### config.mk
export PLATFORM = sky130hd
export DESIGN_NAME = lifo_fifo_buffer
export DESIGN_NICKNAME = d
export VERILOG_FILES = /design/src/rtl/lifo_fifo_buffer.sv
export SDC_FILE = /design/constraint.sdc
export NUM_CORES = 1
export LEC_CHECK = 0
export CORE_MARGIN = 1
export CORE_UTILIZATION = 64
export CTS_CLUSTER_SIZE = 40
export DETAILED_ROUTE_END_ITERATION = 16
export PLACE_DENSITY_LB_ADDON = 0.2
export SYNTH_ARGS = -nofsm -noshare
export SYNTH_HDL_FRONTEND = slang
export SYNTH_SLANG_ARGS = --single-unit
### constraint.sdc
create_clock -name clk -period 6.95 [get_ports clk]
set_input_delay 1.39 -clock clk [delete_from_list [all_inputs] [get_ports clk]]
set_output_delay 1.39 -clock clk [all_outputs]
set_load 0.02 [all_outputs]
### src/rtl/lifo_fifo_buffer.sv
// lifo_fifo_buffer: run-time LIFO/FIFO buffer on one array; define LIFO_FIFO_BUFFER_PEEK_EN to add peek_data.
module lifo_fifo_buffer #(
  parameter int WIDTH     = 8,
  parameter int DEPTH     = 16,
  parameter int AF_THRESH = 14,
  localparam int CW       = $clog2(DEPTH + 1)
) (
  input  logic             clk,
  input  logic             rstN,
  input  logic             mode_fifo,
  input  logic             push,
  input  logic             pop,
  input  logic [WIDTH-1:0] data_in,
  output logic [WIDTH-1:0] data_out,
  output logic             data_valid,
  output logic [CW-1:0]    count,
  output logic             full,
  output logic             empty,
  output logic             almost_full,
  output logic             overflow,
  output logic             underflow
`ifdef LIFO_FIFO_BUFFER_PEEK_EN
  ,
  output logic [WIDTH-1:0] peek_data
`endif
);
  localparam int AW = $clog2(DEPTH);
  localparam int SW = CW + 1;
  localparam logic [CW-1:0] DEPTH_C = CW'(DEPTH);
  localparam logic [CW-1:0] AF_C = CW'(AF_THRESH);
  logic [WIDTH-1:0] mem [DEPTH];
  logic [AW-1:0] hd, hd_inc, wr_idx, top_idx, rd_idx, wsel;
  logic [SW-1:0] sum;
  logic mode_q, m, do_pop, do_push;
  assign full        = count == DEPTH_C;
  assign empty       = count == '0;
  assign almost_full = count >= AF_C;
  always_comb begin
    m       = empty ? mode_fifo : mode_q;
    sum     = SW'(hd) + SW'(count);
    wr_idx  = (sum >= SW'(DEPTH)) ? AW'(sum - SW'(DEPTH)) : AW'(sum);
    top_idx = (wr_idx == '0) ? AW'(DEPTH - 1) : wr_idx - 1'b1;
    hd_inc  = (hd == AW'(DEPTH - 1)) ? '0 : hd + 1'b1;
    rd_idx  = m ? hd : top_idx;
    do_pop  = pop && !empty;
    do_push = push && (!full || do_pop);
    // a LIFO push+pop replaces the top; a FIFO one appends behind the tail
    wsel    = (do_pop && !m) ? top_idx : wr_idx;
  end
  always_ff @(posedge clk)
    if (do_push) mem[wsel] <= data_in;
  always_ff @(posedge clk) begin
    if (!rstN) begin
      count      <= '0;
      hd         <= '0;
      mode_q     <= 1'b0;
      data_out   <= '0;
      data_valid <= 1'b0;
      overflow   <= 1'b0;
      underflow  <= 1'b0;
    end else begin
      mode_q     <= m;
      count      <= count + CW'(do_push) - CW'(do_pop);
      hd         <= (do_pop && m) ? hd_inc : hd;
      data_out   <= do_pop ? mem[rd_idx] : data_out;
      data_valid <= do_pop;
      overflow   <= push && !do_push;
      underflow  <= pop && !do_pop;
    end
  end
`ifdef LIFO_FIFO_BUFFER_PEEK_EN
  assign peek_data = empty ? '0 : mem[rd_idx];
`endif
endmodule

==> metrics.cfg <==
[run_status]
outcome = complete, no violations

[grt]
antenna_found_initial = 0
grt_remaining_overflow = 0
gr-usage-all-layers_pct = 29.8
grt_pass1_vias = 4107
grt_max_degree = 50
grt_pass1_wl_um = 21900

[setup_path]
critPathLaunchType = input port
path_buf_inv = 1
cp_data_arrival_time_ns = 4.36
slowest_stage = nor3_1
ff2ff_path_depth = 10
worst-path-stages = 6
path_delay_family = simple AND/OR/NAND/NOR gates
path_max_fanout = 9
required_ns = 7.10
cp-end-kind = flop
cp_slowest_stage_delay_ns = 0.99
critical_path.cell_chain = clkdlybuf4s50_1 > nand2b_1 > nor2_1 > mux2_2 > or3_1 > nor3_1
crit_type = input port to flop

[flow_run]
drv_cap = 0

[power]
pwr-share-seq_pct = 31.8
irDropWorstVdd_uv = 359
p_sw_w = 0.00152
total_leakage_power_nw = 2.67
clock_power_share_pct = 21.9
swShare_pct = 39.8
combPwrFrac_pct = 46.3
p_int_w = 0.00229
power_density_mw_per_mm2 = 513

[timing]
clock.fmax_mhz = 237
slew_viol_final = 0
tightest_slew_ns = 1.32
timing.final.ws_setup_ns = 2.74
fin_crit_ns = 4.21
finalCritPeriodShare_pct = 60.6
hold_violations = 0
slew_headroom_pct = 11.3
rsz0062_at_grt = no
fin_tns_setup_ns = 0
final-setup-viol-count = 0
skew_ns = 0.00590

[cts]
hold_buffers = 0
cts_setup_buffers = 0
cts_tree = yes
numCtsBuffers = 17
htreeDepth = 4
post_cts_resized = 0
clockBufferDepth = 2
insertion_delay_ns = 0.54
cts_sinks = 149
clk_pin_slew_worst_paths_ns = 0.06
cts_root_buffer = clkbuf_8

[layout]
nFillCells = 676
area_delta_synth_final_pct = 14.3
antennaDiodeCount = 0
finalNonFillerCells = 659
nets = 541
layout-drive-gt1-share_pct = 6.46

[placement]
port_buffers = 31
detailed_place_hpwl_um = 9220
gp_congestion = 0.907
placed_cells = 626
pre_cts_slack_ns = 2.25

[worst_hold_path]
hold_path.class = flop to flop
min_path_cells = 2

[die]
die_h_um = 103
initial_core_util_pct = 66.2
core_mm2 = 0.00982
die_w_um = 103
dieArea_mm2 = 0.0106
row_count = 36
num_io_pins = 32

[routing]
drc_errors = 0
vias_per_cell = 6.26
ant_nets = 0
via_count = 4128
finalWirelength_um = 14200
wire_per_inst_um = 21.5
drtIter0Drc = 375
dr.pass1.iters = 5

[yosys]
synth_flop_cell = edfxtp_1
yosysSeqAreaShare_pct = 65.6
ys_seq_elements = 149
syn_nets = 509
synth_area_mm2 = 0.00650
synth-edff-count = 128
syn_area_per_cell_um2 = 13.5
async_flop_share_pct = 0
yosysWarnings = 0
syn_inst = 481
yosysUniqueCellTypes = 43

[registers in the layout, summed over array words and instances, names as in the netlist]
| register | flops |
|---|---|
| mem | 128 |
| underflow | 1 |
| count | 5 |
| mode_q | 1 |
| overflow | 1 |
| data_valid | 1 |
| data_out | 8 |
| hd | 4 |
[final timing paths]
path / start / to / slack (ns)
worst min register to register: mem[7][3] / data_out[3] / 0.57
worst max register to register: count[3] / data_out[0] / 2.80
worst min-delay path: mem[7][3] / data_out[3] / 0.57
worst max-delay path: pop / mem[8][6] / 2.74
[worst register-to-register path, cell delays in order (launching register included)]
cell and delay (ns):
dfxtp_1 0.36, inv_1 0.18, ha_1 0.23, nor4b_4 0.35
mux2i_2 0.64, mux2i_4 0.83, buf_4 0.59, mux2i_1 0.18
mux2i_1 0.27, o32ai_1 0.17, a211oi_1 0.26
[kinds of logic after synthesis]
family | synth area share [%]
buffers and inverters | 2.50
AO/OA/AOI/OAI | 9.19
AND/OR/NAND/NOR | 9.89
flip-flops | 65.6
multiplexers | 8.56
adder cells (fa/ha/maj) | 3.12
XOR/XNOR | 1.19
[per-layer routing]
layer,vias up,GRT usage (%),routed length (um)
met5,-,0,0
met1,2004,38.5,5770
li1,1897,-,-
met2,193,46.6,6820
met4,0,12.8,367
met3,34,9.56,1240
[cells in the mapped netlist (2+ instances only)]
| cell type | number | area (um2) |
|---|---|---|
| a21o_1 | 4 | 30.0 |
| mux2_2 | 2 | 22.5 |
| o221ai_1 | 8 | 70.1 |
| buf_2 | 4 | 20.0 |
| mux2i_1 | 52 | 521 |
| o32ai_1 | 8 | 70.1 |
| a211oi_1 | 16 | 120 |
| a31oi_1 | 2 | 12.5 |
| o211ai_1 | 8 | 60.1 |
| edfxtp_1 | 128 | 3840 |
| and3_1 | 11 | 68.8 |
| nand3_1 | 7 | 35.0 |
| clkbuf_1 | 11 | 41.3 |
| nor2b_1 | 5 | 31.3 |
| nor3_1 | 17 | 85.1 |
| dfxtp_1 | 21 | 420 |
| o21ai_0 | 6 | 30.0 |
| o2111ai_1 | 2 | 17.5 |
| nand4_1 | 3 | 18.8 |
| nand2_1 | 42 | 158 |
| or3_1 | 6 | 37.5 |
| xnor2_1 | 5 | 43.8 |
| fa_1 | 2 | 40.0 |
| nand2b_1 | 4 | 25.0 |
| ha_1 | 13 | 163 |
| nor2_1 | 31 | 116 |
| buf_6 | 3 | 33.8 |
| and2_1 | 7 | 43.8 |
| a21oi_1 | 26 | 130 |
| inv_1 | 13 | 48.8 |
| xor2_1 | 2 | 17.5 |
[power groups by stage]
stage	clock (W)	sequential, W	combinational (W)
floorplan	0	0.00124	0.00132
global placement	0	0.00123	0.00169
global route	0.000877	0.00123	0.00191
detailed placement	0	0.00123	0.00173
CTS	0.000842	0.00121	0.00175
finish	0.000836	0.00121	0.00176
[cells in the final DEF, fill, tap and decap left out, types with 3 or more instances in the layout]
| cell | Yosys | routed |
|---|---|---|
| edfxtp_1 | 128 | 128 |
| mux2i_1 | 52 | 51 |
| nand2_1 | 42 | 42 |
| nor2_1 | 31 | 31 |
| clkdlybuf4s50_1 | 0 | 31 |
| a21oi_1 | 26 | 26 |
| dfxtp_1 | 21 | 21 |
| nor3_1 | 17 | 17 |
| a211oi_1 | 16 | 16 |
| clkbuf_16 | 0 | 16 |
| inv_1 | 13 | 13 |
| ha_1 | 13 | 13 |
| and3_1 | 11 | 11 |
| o32ai_1 | 8 | 8 |
| o211ai_1 | 8 | 8 |
| o221ai_1 | 8 | 8 |
| nand3_1 | 7 | 7 |
| and2_1 | 7 | 7 |
| o21ai_0 | 6 | 6 |
| or3_1 | 6 | 6 |
| nor2b_1 | 5 | 5 |
| xnor2_1 | 5 | 5 |
| clkinv_1 | 0 | 5 |
| nand2b_1 | 4 | 4 |
| a21o_1 | 4 | 4 |
| nand4_1 | 3 | 3 |
| clkbuf_1 | 11 | 3 |
[area by class of cell]
cell class | instances | area [um2] | share of cell area [%]
sequential | 149 | 4260 | 57.4
clock inverter | 12 | 113 | 1.52
tap | 133 | 166 | 2.24
timing repair buffer | 33 | 323 | 4.34
clock buffer | 20 | 425 | 5.72
inverter | 13 | 48.8 | 0.657
multi-input combinational | 299 | 2090 | 28.1
[metrics by stage]
| stage | hold slack, ns | instance area [um2] | power [W] | utilization (%) |
|---|---|---|---|---|
| 2_1_floorplan | 0.533 | 6500 | 0.00256 | - |
| 3_3_place_gp | 0.561 | 6890 | 0.00292 | 70.2 |
| 3_5_place_dp | 0.560 | 6890 | 0.00296 | 70.2 |
| 4_1_cts | 0.568 | 7430 | 0.00380 | 75.6 |
| 5_1_grt | 0.614 | 7430 | 0.00402 | 75.7 |
| 6_report | 0.573 | 7430 | 0.00381 | 75.7 |
No activity file was read; power rests on OpenSTA's default activity.
